--- src/rtl/vga_pkg.sv ---
// Shared VGA geometry defaults and receiver state encoding.
package vga_pkg;

   localparam int unsigned VGA_H_TOTAL     = 800;
   localparam int unsigned VGA_V_TOTAL     = 525;
   localparam int unsigned VGA_H_ACT_START = 144;
   localparam int unsigned VGA_H_ACT       = 640;
   localparam int unsigned VGA_V_ACT_START = 35;
   localparam int unsigned VGA_V_ACT       = 480;

   localparam int unsigned CNT_W = 10;
   localparam int unsigned RGB_W = 12;
   localparam int unsigned ERR_W = 8;

   typedef enum logic [1:0] {
      SEARCH = 2'd0,
      CHECK  = 2'd1,
      LOCKED = 2'd2
   } state_t;

endpackage

--- src/rtl/vga_rx_if.sv ---
// VGA link: sync/pixel input from the timing source, frame-buffer writes and status out.
interface vga_rx_if;
   import vga_pkg::*;

   logic             hsync;
   logic             vsync;
   logic [RGB_W-1:0] rgb;
   logic             pix_we;
   logic [CNT_W-1:0] pix_x;
   logic [CNT_W-1:0] pix_y;
   logic [RGB_W-1:0] pix_data;
   logic             locked;
   logic             frame_start;
   logic             err;
   logic [ERR_W-1:0] err_cnt;

   // Video source side
   modport master (
      output hsync, vsync, rgb,
      input  pix_we, pix_x, pix_y, pix_data, locked, frame_start, err, err_cnt
   );

   // Receiver side
   modport slave (
      input  hsync, vsync, rgb,
      output pix_we, pix_x, pix_y, pix_data, locked, frame_start, err, err_cnt
   );

endinterface

--- src/rtl/vga_rx_sync_edge.sv ---
// Input register plus falling-edge detector; previous value idles high so reset never fakes an edge.
module sync_edge (
   input  logic clk,
   input  logic rst,
   input  logic din,
   output logic fall_c
);

   logic q;
   logic prev;

   // Register the raw sync once, keep one cycle of history
   always_ff @(posedge clk) begin
      if (rst) begin
         q    <= 1'b1;
         prev <= 1'b1;
      end else begin
         q    <= din;
         prev <= q;
      end
   end

   assign fall_c = prev & ~q;

endmodule

--- src/rtl/vga_rx.sv ---
// VGA receiver: recovers pixel position from syncs, checks geometry, writes active pixels once locked.
module vga_rx
   import vga_pkg::*;
#(
   parameter int unsigned H_TOTAL     = VGA_H_TOTAL,
   parameter int unsigned V_TOTAL     = VGA_V_TOTAL,
   parameter int unsigned H_ACT_START = VGA_H_ACT_START,
   parameter int unsigned H_ACT       = VGA_H_ACT,
   parameter int unsigned V_ACT_START = VGA_V_ACT_START,
   parameter int unsigned V_ACT       = VGA_V_ACT
) (
   input  logic     clk,
   input  logic     rst,
   vga_rx_if.slave  vid
);

   localparam int unsigned CW = CNT_W;

   logic             hs_fall;
   logic             vs_fall;
   logic             vs_fell;
   logic [RGB_W-1:0] rgb_q;
   logic [CW-1:0]    hpos, vpos, hpos_nxt, vpos_nxt;
   logic             fs_c, viol_c, bad;
   state_t           state, state_nxt;

   logic             pix_we_d, locked_d, fs_d;
   logic [CW-1:0]    pix_x_d, pix_y_d;
   logic [RGB_W-1:0] pix_data_d;
   logic [ERR_W-1:0] err_cnt_d;

   sync_edge u_hs (.clk(clk), .rst(rst), .din(vid.hsync), .fall_c(hs_fall));
   sync_edge u_vs (.clk(clk), .rst(rst), .din(vid.vsync), .fall_c(vs_fall));

   // Pixel register and "vsync fell since the last hsync edge" marker
   always_ff @(posedge clk) begin
      if (rst) begin
         rgb_q   <= '0;
         vs_fell <= 1'b0;
      end else begin
         rgb_q <= vid.rgb;
         if (hs_fall)      vs_fell <= 1'b0;
         else if (vs_fall) vs_fell <= 1'b1;
      end
   end

   // Position counters and timing-violation detection
   always_comb begin
      hpos_nxt = hpos;
      vpos_nxt = vpos;
      fs_c     = hs_fall & (vs_fell | vs_fall);
      if (hs_fall) begin
         hpos_nxt = '0;
         if (fs_c)                     vpos_nxt = '0;
         else if (vpos != CW'(V_TOTAL)) vpos_nxt = vpos + CW'(1);
      end else if (hpos != CW'(H_TOTAL)) begin
         hpos_nxt = hpos + CW'(1);
      end
      viol_c = (state != SEARCH) &
               ((hs_fall & (hpos != CW'(H_TOTAL - 1))) |
                (~hs_fall & (hpos == CW'(H_TOTAL - 1))) |
                (fs_c & (vpos != CW'(V_TOTAL - 1))));
   end

   // Counter registers and CHECK-window violation memory
   always_ff @(posedge clk) begin
      if (rst) begin
         hpos <= '0;
         vpos <= '0;
         bad  <= 1'b0;
      end else begin
         hpos <= hpos_nxt;
         vpos <= vpos_nxt;
         if (state != CHECK || fs_c) bad <= 1'b0;
         else if (viol_c)            bad <= 1'b1;
      end
   end

   // State register
   always_ff @(posedge clk) begin
      if (rst) state <= SEARCH;
      else     state <= state_nxt;
   end

   // Next-state: lock after one clean frame, drop on any violation
   always_comb begin
      state_nxt = state;
      case (state)
         SEARCH: if (fs_c) state_nxt = CHECK;
         CHECK:  if (fs_c && !(bad || viol_c)) state_nxt = LOCKED;
         LOCKED: if (viol_c) state_nxt = SEARCH;
         default: state_nxt = SEARCH;
      endcase
   end

   // Output decode, aligned to the position the registered outputs will show
   always_comb begin
      pix_we_d   = 1'b0;
      pix_x_d    = '0;
      pix_y_d    = '0;
      pix_data_d = '0;
      locked_d   = (state_nxt == LOCKED);
      fs_d       = fs_c & (state_nxt == LOCKED);
      err_cnt_d  = vid.err_cnt;
      if (viol_c && vid.err_cnt != '1) err_cnt_d = vid.err_cnt + ERR_W'(1);
      if (locked_d &&
          hpos_nxt >= CW'(H_ACT_START) && hpos_nxt < CW'(H_ACT_START + H_ACT) &&
          vpos_nxt >= CW'(V_ACT_START) && vpos_nxt < CW'(V_ACT_START + V_ACT)) begin
         pix_we_d   = 1'b1;
         pix_x_d    = hpos_nxt - CW'(H_ACT_START);
         pix_y_d    = vpos_nxt - CW'(V_ACT_START);
         pix_data_d = rgb_q;
      end
   end

   // Output registers
   always_ff @(posedge clk) begin
      if (rst) begin
         vid.pix_we      <= 1'b0;
         vid.pix_x       <= '0;
         vid.pix_y       <= '0;
         vid.pix_data    <= '0;
         vid.locked      <= 1'b0;
         vid.frame_start <= 1'b0;
         vid.err         <= 1'b0;
         vid.err_cnt     <= '0;
      end else begin
         vid.pix_we      <= pix_we_d;
         vid.pix_x       <= pix_x_d;
         vid.pix_y       <= pix_y_d;
         vid.pix_data    <= pix_data_d;
         vid.locked      <= locked_d;
         vid.frame_start <= fs_d;
         vid.err         <= viol_c;
         vid.err_cnt     <= err_cnt_d;
      end
   end

endmodule

--- src/flat_wrapper.sv ---
// flat-port wrapper written by rule: the top's interface ports become plain ports
module vga_rx_flat import vga_pkg::*;
#(
   parameter int unsigned H_TOTAL     = VGA_H_TOTAL,
   parameter int unsigned V_TOTAL     = VGA_V_TOTAL,
   parameter int unsigned H_ACT_START = VGA_H_ACT_START,
   parameter int unsigned H_ACT       = VGA_H_ACT,
   parameter int unsigned V_ACT_START = VGA_V_ACT_START,
   parameter int unsigned V_ACT       = VGA_V_ACT
)
  (clk, rst, vid_hsync, vid_vsync, vid_rgb, vid_pix_we, vid_pix_x, vid_pix_y, vid_pix_data, vid_locked, vid_frame_start, vid_err, vid_err_cnt);
  vga_rx_if vid_i ();
  input  logic clk;
  input  logic rst;
  input wire logic [$bits(vid_i.hsync)-1:0] vid_hsync;
  input wire logic [$bits(vid_i.vsync)-1:0] vid_vsync;
  input wire logic [$bits(vid_i.rgb)-1:0] vid_rgb;
  output wire logic [$bits(vid_i.pix_we)-1:0] vid_pix_we;
  output wire logic [$bits(vid_i.pix_x)-1:0] vid_pix_x;
  output wire logic [$bits(vid_i.pix_y)-1:0] vid_pix_y;
  output wire logic [$bits(vid_i.pix_data)-1:0] vid_pix_data;
  output wire logic [$bits(vid_i.locked)-1:0] vid_locked;
  output wire logic [$bits(vid_i.frame_start)-1:0] vid_frame_start;
  output wire logic [$bits(vid_i.err)-1:0] vid_err;
  output wire logic [$bits(vid_i.err_cnt)-1:0] vid_err_cnt;
  assign vid_i.hsync = vid_hsync;
  assign vid_i.vsync = vid_vsync;
  assign vid_i.rgb = vid_rgb;
  assign vid_pix_we = vid_i.pix_we;
  assign vid_pix_x = vid_i.pix_x;
  assign vid_pix_y = vid_i.pix_y;
  assign vid_pix_data = vid_i.pix_data;
  assign vid_locked = vid_i.locked;
  assign vid_frame_start = vid_i.frame_start;
  assign vid_err = vid_i.err;
  assign vid_err_cnt = vid_i.err_cnt;
  vga_rx #(.H_TOTAL(H_TOTAL), .V_TOTAL(V_TOTAL), .H_ACT_START(H_ACT_START), .H_ACT(H_ACT), .V_ACT_START(V_ACT_START), .V_ACT(V_ACT)) u_core (.clk(clk), .rst(rst), .vid(vid_i));
endmodule
--- config.mk ---
export PLATFORM = sky130hd
export DESIGN_NAME = vga_rx_flat
export DESIGN_NICKNAME = d
export VERILOG_FILES = /design/src/rtl/vga_pkg.sv /design/src/rtl/vga_rx_if.sv /design/src/rtl/vga_rx_sync_edge.sv /design/src/rtl/vga_rx.sv /design/src/flat_wrapper.sv
export SDC_FILE = /design/constraint.sdc
export NUM_CORES = 1
export LEC_CHECK = 0
export CAP_MARGIN = 10
export CORE_ASPECT_RATIO = 0.6
export CORE_UTILIZATION = 30
export CTS_BUF_LIST = sky130_fd_sc_hd__clkbuf_2 sky130_fd_sc_hd__clkbuf_4 sky130_fd_sc_hd__clkbuf_8
export DETAILED_ROUTE_END_ITERATION = 10
export GPL_TIMING_DRIVEN = 1
export HOLD_SLACK_MARGIN = 0.1
export SLEW_MARGIN = 15
export SYNTH_ARGS = -nofsm -noshare
export SYNTH_HDL_FRONTEND = slang
export SYNTH_SLANG_ARGS = --single-unit
--- constraint.sdc ---
create_clock -name clk -period 4.4 [get_ports clk]
set_clock_uncertainty 0.15 [all_clocks]
set_input_delay 0.88 -clock clk [delete_from_list [all_inputs] [get_ports clk]]
set_output_delay 0.88 -clock clk [all_outputs]
set_load 0.02 [all_outputs]
==> results_dict.tcl, run 1 <==
set metrics [dict create \
    status "finished, final reports clean" \
    cp-end-kind "flip-flop" \
    via_per_inst 4.79 \
    design.die.area_um2 12700 \
    yosysUniqueCellTypes 62 \
    tritoncts "yes" \
    drcViolationCount 0 \
    post_synth_xor_area_fraction 0.0454 \
    postSynthCellCount 401 \
    synthFlopType "sky130_fd_sc_hd__dfxtp_1" \
    fmax_mhz 269 \
    area_growth_pct 26.4 \
    worst-endpoint-arrival_ns 3.87 \
    setup_viol 0 \
    detailroute.via_count 2977 \
    clock_tree.root_cell "sky130_fd_sc_hd__clkbuf_8" \
    detailedRoute.firstIterationViolations 242 \
    cellPowerDensity_nw_per_um2 328 \
    io_pins 60 \
    finish.utilization 0.400 \
    antenna_cells 0 \
    tightestPinTransition_ns 0.727 \
    synth.net_count 426 \
    pin_count_of_the_biggest_net_entering_global_routing 43 \
    die-width_um 145 \
    coreArea_um2 11600 \
    share_of_the_clock_period_used_by_the_worst_path_after_layout 0.844 \
    dpl.hpwl_um 6600 \
    clock_path_buffers 2 \
    gp_congestion 0.894 \
    timing.critical_path.slowest_stage_cell "sky130_fd_sc_hd__or4_4" \
    die_h_um 87.6 \
    report.final.hold_viol_count 0 \
    grt_first_pass_wirelength_um 14300 \
    clock_insertion_delay_worst_skew_ns 0.37 \
    grt_antenna_before_repair 0 \
    timing_worst_setup_path_type "reg2reg" \
    cell_family_contributing_the_most_delay_on_the_critical_path "simple AND/OR/NAND/NOR gates" \
    synth_enable_flop_cells 0 \
    drt-wirelength-per-cell_um 14.5 \
    dominant_combinational_cell_family_by_area_after_synthesis "simple AND/OR/NAND/NOR gates" \
    fin_tns_setup_ns 0 \
    synth.ff_latch_count 84 \
    clock-sinks 84 \
    grt_setup_unrepaired "false" \
    synth-seq-area-share 0.459 \
    mostFrequentLayoutCells "sky130_fd_sc_hd__dfxtp_1 (84), sky130_fd_sc_hd__clkdlybuf4s50_1 (59), sky130_fd_sc_hd__nor2_1 (52)" \
    total_leakage_power_nw 1.64 \
    drt.antenna.violating_nets 0 \
    first_pass_iters 5 \
    yosys.area_share.simple 0.277 \
    drv_slew 0 \
    synth-warning-count 0 \
    vdd_drop_max_v 0.000153 \
    effective_utilization_at_floorplan 0.316 \
    global_route.usage.total 0.152 \
    cts_inserted_buffers 9 \
    layout-drive-gt1-share 0.0738 \
    path_clk_slew_ns 0.08 \
    cp_num_buf_inv 1 \
    asyncSetResetFlopFracSynth 0 \
    final_common_cell "sky130_fd_sc_hd__dfxtp_1" \
    fp-row-count 30 \
    timing.hold.ws_ns 0.279 \
    via_count_of_the_first_global_routing_pass 2735 \
    post_synth_mux_area_share 0.00546 \
    crit_chain "ha_1 > nand4bb_1 > or3_1 > o21ai_0 > nand2_1 > nand2_1 > ha_1 > nor3_1 > a21boi_0 > o211a_1 > or4_4 > clkinv_4 > and2_1" \
    synth-compound-area-share 0.143 \
    cts.htree.levels 3 \
    syn_avg_cell_area_um2 9.15 \
    synth-adder-area-share 0.0307 \
    aggregate_global_routing_overflow 0 \
    slew_headroom 0.513 \
    route.final.wire_length_um 9000 \
    number_of_buffer_cells_added_on_primary_ports 59 \
    worst_path_largest_cell_delay_ns 0.62 \
    cp.required_ns 4.56 \
    worst_setup_path_start_kind "flip-flop" \
    max_cap_viol_count 0 \
    netlist_area_um2 3670 \
    postCtsSetupRepairBufs 0 \
    min_period_ns 3.72 \
    critical_path_peak_fanout 17 \
    timing.hold.worst.class "reg2reg" \
    finish.net_count 481 \
]
==> cell usage after synthesis, types with 4 or more instances <==
cell | instances | area (um^2)
sky130_fd_sc_hd__or2_2 | 5 | 31.3
sky130_fd_sc_hd__nor3b_1 | 5 | 37.5
sky130_fd_sc_hd__nand2_1 | 22 | 82.6
sky130_fd_sc_hd__and2_1 | 15 | 93.8
sky130_fd_sc_hd__ha_1 | 9 | 113
sky130_fd_sc_hd__nor3_1 | 7 | 35.0
sky130_fd_sc_hd__a31oi_1 | 5 | 31.3
sky130_fd_sc_hd__dfxtp_1 | 84 | 1680
sky130_fd_sc_hd__nor2b_1 | 17 | 106
sky130_fd_sc_hd__nor4_1 | 6 | 37.5
sky130_fd_sc_hd__and3_1 | 5 | 31.3
sky130_fd_sc_hd__nand2b_1 | 6 | 37.5
sky130_fd_sc_hd__inv_1 | 10 | 37.5
sky130_fd_sc_hd__o21a_1 | 5 | 37.5
sky130_fd_sc_hd__nand3_1 | 14 | 70.1
sky130_fd_sc_hd__o21ai_0 | 11 | 55.1
sky130_fd_sc_hd__xnor2_1 | 17 | 149
sky130_fd_sc_hd__nor2_1 | 52 | 195
sky130_fd_sc_hd__nand3b_1 | 4 | 30.0
sky130_fd_sc_hd__clkbuf_1 | 11 | 41.3
sky130_fd_sc_hd__a21oi_1 | 19 | 95.1
==> worst register-to-register path, stage by stage (launching register included) <==
cell and delay, ns:
sky130_fd_sc_hd__dfxtp_1 0.51, sky130_fd_sc_hd__ha_1 0.23, sky130_fd_sc_hd__nand4bb_1 0.15, sky130_fd_sc_hd__or3_1 0.41
sky130_fd_sc_hd__o21ai_0 0.41, sky130_fd_sc_hd__nand2_1 0.14, sky130_fd_sc_hd__nand2_1 0.10, sky130_fd_sc_hd__ha_1 0.21
sky130_fd_sc_hd__nor3_1 0.08, sky130_fd_sc_hd__a21boi_0 0.12, sky130_fd_sc_hd__o211a_1 0.24, sky130_fd_sc_hd__or4_4 0.62
sky130_fd_sc_hd__clkinv_4 0.16, sky130_fd_sc_hd__and2_1 0.14
==> state kept, by name, indices dropped and copies added, names as in the netlist <==
register                cells
u_core.vpos                10
u_core.vid.pix_x           10
u_core.vid.pix_data        12
u_core.u_vs.q               1
u_core.hpos                10
u_core.u_hs.q               1
u_core.vid.frame_start      1
u_core.vid.locked           1
u_core.vs_fell              1
u_core.vid.pix_we           1
u_core.state                2
u_core.vid.err              1
u_core.vid.pix_y           10
u_core.vid.err_cnt          8
u_core.u_hs.prev            1
u_core.bad                  1
u_core.u_vs.prev            1
u_core.rgb_q               12
==> area by class of cell <==
class / count / area [um^2]
Sequential cell: 84 / 1680
Tap cell: 160 / 200
Clock buffer: 9 / 124
Fill cell: 1174 / 6960
Timing Repair Buffer: 62 / 613
Inverter: 12 / 50.0
Multi-Input combinational cell: 287 / 1840
Clock inverter: 7 / 124
==> routing by layer <==
metal  up-vias  share of wire  track usage
li1       1513              -            -
met1      1359           0.55        0.228
met2        98           0.36        0.197
met3         7          0.079       0.0530
met4         0         0.0080       0.0488
met5         -              0            0
==> power by group <==
| part | switching, mW | internal, mW |
|---|---|---|
| Sequential | 0.00820 | 0.771 |
| Clock | 0.291 | 0.382 |
| Combinational | 0.0383 | 0.0296 |
| Total | 0.338 | 1.18 |
==> worst paths after layout <==
kind                                          endpoint  slack [ns]  depth (start not counted)            start
worst max register to register     u_core.vid.pix_y[1]        0.68                         13   u_core.vpos[0]
worst max-delay path               u_core.vid.pix_y[1]        0.68                         13   u_core.vpos[0]
worst min register to register  u_core.vid.pix_data[5]        0.28                          1  u_core.rgb_q[5]
worst min-delay path            u_core.vid.pix_data[5]        0.28                          1  u_core.rgb_q[5]
==> metrics by stage <==
step / worst slack, ns / instances / power (mW) / instance area [um^2]
floorplan: 1.07 / 401 / 0.835 / 3670
global placement: 0.582 / 605 / 0.864 / 4380
detailed placement: 0.408 / 605 / 0.864 / 4380
CTS: 0.396 / 621 / 1.54 / 4630
global route: 0.325 / 621 / 1.58 / 4640
finish: 0.685 / 621 / 1.52 / 4640
==> cells by family after synthesis <==
kind of cell / count (synthesis)
flip-flops: 84
AO/OA/AOI/OAI: 74
XOR/XNOR: 19
buffers and inverters: 30
AND/OR/NAND/NOR: 183
multiplexers: 2
adder cells (fa/ha/maj): 9
==> what timing repair did <==
| action | CTS | global route |
|---|---|---|
| endpoints found under the setup margin | 0 | 2 |
| hold buffers | 0 | 0 |
| gates resized for setup | 0 | 1 |
Power figures use the tool's default switching activity.
==> run 2: changes to the inputs <==
==> constraint.sdc (replaced) <==
create_clock -name clk -period 3.69 [get_ports clk]
set_clock_uncertainty 0.15 [all_clocks]
set_input_delay 0.738 -clock clk [delete_from_list [all_inputs] [get_ports clk]]
set_output_delay 0.738 -clock clk [all_outputs]
set_load 0.02 [all_outputs]
==> run 2 against run 1 <==
Effect of this change: die area unchanged; highest routed layer unchanged; cell area is 1.1% higher; sequential power rose by 19%; flip-flop and latch count unchanged; critical endpoint is now u_core.vid.pix_y[5]; clock power rose by 1%; non-clock buffer count up 12; wire length fell by 2.5%; register-to-register slack got worse by 0.43 ns; via count grew 2.2%; worst setup slack got worse by 0.43 ns.
==> results_dict.tcl, run 2 (synthesized netlist as in run 1, its figures left out) <==
set metrics [dict create \
    pre_cts_slack_ns 0.117 \
    drcViolationCount 0 \
    global_route.usage.total 0.150 \
    report.final.hold_viol_count 0 \
    total_leakage_power_nw 1.68 \
    detailroute.via_count 3042 \
    critPathLaunch "u_core.vpos[6]" \
    aggregate_global_routing_overflow 0 \
    coreArea_um2 11600 \
    die-width_um 145 \
    cellPowerDensity_nw_per_um2 362 \
    clock_insertion_delay_worst_skew_ns 0.37 \
    fmax_mhz 291 \
    detailedRoute.firstIterationViolations 258 \
    finish.utilization 0.404 \
    via_per_inst 4.81 \
    min_period_ns 3.43 \
    max_cap_viol_count 0 \
    crit_reg_reg_startpoint "u_core.vpos[6]" \
    grt_antenna_before_repair 0 \
    min-delay-start "u_core.rgb_q[9]" \
    fp-row-count 30 \
    cts.htree.levels 3 \
    tightestPinTransition_ns 0.755 \
    finish.net_count 493 \
    worst_setup_path_start_kind "flip-flop" \
    timing.hold.ws_ns 0.277 \
    path_clk_slew_ns 0.09 \
    first_pass_iters 4 \
    die_h_um 87.6 \
    vdd_drop_max_v 0.000138 \
    area_growth_pct 27.8 \
    timing_worst_setup_path_type "reg2reg" \
    finish.instance_area_um2 4690 \
    largest_registers "u_core.rgb_q (12), u_core.vid.pix_data (12)" \
    n_fill_cell 1146 \
    tritoncts "yes" \
    final_common_cell "sky130_fd_sc_hd__dfxtp_1" \
    setup_viol 0 \
    regToRegSetupSlack_ns 0.26 \
    placed_cell_area_um2 4470 \
    drv_slew 0 \
    timing.hold.worst.class "reg2reg" \
    timing.critical_path.slowest_stage_cell "sky130_fd_sc_hd__or4_4" \
    share_of_the_clock_period_used_by_the_worst_path_after_layout 0.931 \
    fin_ws_ns 0.256 \
    ctsHoldBuffers 0 \
    number_of_buffer_cells_added_on_primary_ports 59 \
    antenna_cells 0 \
    grt_first_pass_wirelength_um 14300 \
    crit_chain "or3_4 > or3_1 > o21ai_1 > buf_4 > a21o_1 > ha_1 > nor3_1 > a21boi_0 > o211a_1 > or4_4 > buf_4 > a21oi_1" \
    drt-wirelength-per-cell_um 13.9 \
    postCtsSetupRepairBufs 0 \
    numPlacedInstances 617 \
    final_cell_count_without_fillers 633 \
    drt.antenna.violating_nets 0 \
    io_pins 60 \
    worst_path_largest_cell_delay_ns 0.56 \
    mostFrequentLayoutCells "sky130_fd_sc_hd__dfxtp_1 (84), sky130_fd_sc_hd__clkdlybuf4s50_1 (59), sky130_fd_sc_hd__nor2_1 (52)" \
    critical_path_peak_fanout 8 \
    cts.repair.resized 0 \
    clock_tree.root_cell "sky130_fd_sc_hd__clkbuf_8" \
    slew_headroom 0.495 \
    worst-endpoint-arrival_ns 3.59 \
    design_power_total_mw 1.70 \
    route.final.wire_length_um 8780 \
    dpl.hpwl_um 6480 \
    clock-sinks 84 \
    via_count_of_the_first_global_routing_pass 2704 \
    gp_congestion 0.908 \
    pin_count_of_the_biggest_net_entering_global_routing 43 \
    fin_tns_setup_ns 0 \
    cp.required_ns 3.84 \
    cp-end-kind "flip-flop" \
    effective_utilization_at_floorplan 0.316 \
    grt_setup_unrepaired "false" \
    cp_common_cell "sky130_fd_sc_hd__buf_4" \
    status "finished, final reports clean" \
    design.die.area_um2 12700 \
    layout-drive-gt1-share 0.0973 \
    cts_inserted_buffers 9 \
    clock_path_buffers 2 \
]
## run 2: cell types whose count changed in the layout (fill, tap and decap cells not counted), sizes merged
cell	change
clkinvlp	+1
clkinv	-1
buf	+12
bufinv	-2
inv	+2
## run 2: worst paths after layout
kind                                 end  depth (start not counted)
setup / recovery     u_core.vid.pix_y[5]                         12
hold / removal    u_core.vid.pix_data[9]                          1
setup reg to reg     u_core.vid.pix_y[5]                         12
hold reg to reg   u_core.vid.pix_data[9]                          1
## run 2: worst max-delay path: cells and delay by family, from the launching register on
kind                     cells  cell delay (ns)
AND/OR/NAND/NOR              4             1.50
AO/OA/AOI/OAI                5             0.79
buffers and inverters        2             0.33
flip-flops                   1             0.38
adder cells (fa/ha/maj)      1             0.22
## run 2: metal layers
metal | routed length (um) | vias up | track usage | share of wire
met5 | 0 | - | 0 | 0
met4 | 106 | 0 | 0.0517 | 0.012
met3 | 677 | 10 | 0.0465 | 0.077
met2 | 3200 | 107 | 0.190 | 0.36
met1 | 4790 | 1385 | 0.231 | 0.55
li1 | - | 1540 | - | -
## run 2: final cells by class
cell class / instances / area [um^2] / area share
clock buffer: 9 / 124 / 0.0264
clock inverter: 7 / 83.8 / 0.0179
inverter: 12 / 50.0 / 0.0107
multi-input combinational: 287 / 1840 / 0.393
sequential: 84 / 1680 / 0.359
tap: 160 / 200 / 0.0427
timing repair buffer: 74 / 703 / 0.150
## run 2: report_power, final
part | internal (mW) | leakage (nW) | switching, mW
Sequential | 0.919 | 0.682 | 0.00813
Clock | 0.324 | 0.102 | 0.359
Combinational | 0.0391 | 0.896 | 0.0474
==> run 3: changes to the inputs <==
--- a/config.mk
+++ b/config.mk
@@ -9,6 +9,7 @@
 export CORE_ASPECT_RATIO = 0.6
 export CORE_UTILIZATION = 30
 export CTS_BUF_LIST = sky130_fd_sc_hd__clkbuf_2 sky130_fd_sc_hd__clkbuf_4 sky130_fd_sc_hd__clkbuf_8
+export CTS_CLUSTER_DIAMETER = 60
 export DETAILED_ROUTE_END_ITERATION = 10
 export GPL_TIMING_DRIVEN = 1
 export HOLD_SLACK_MARGIN = 0.1
==> results of run 3 <==
Same layout as run 2: the final DEF is identical, and so are final timing and power.
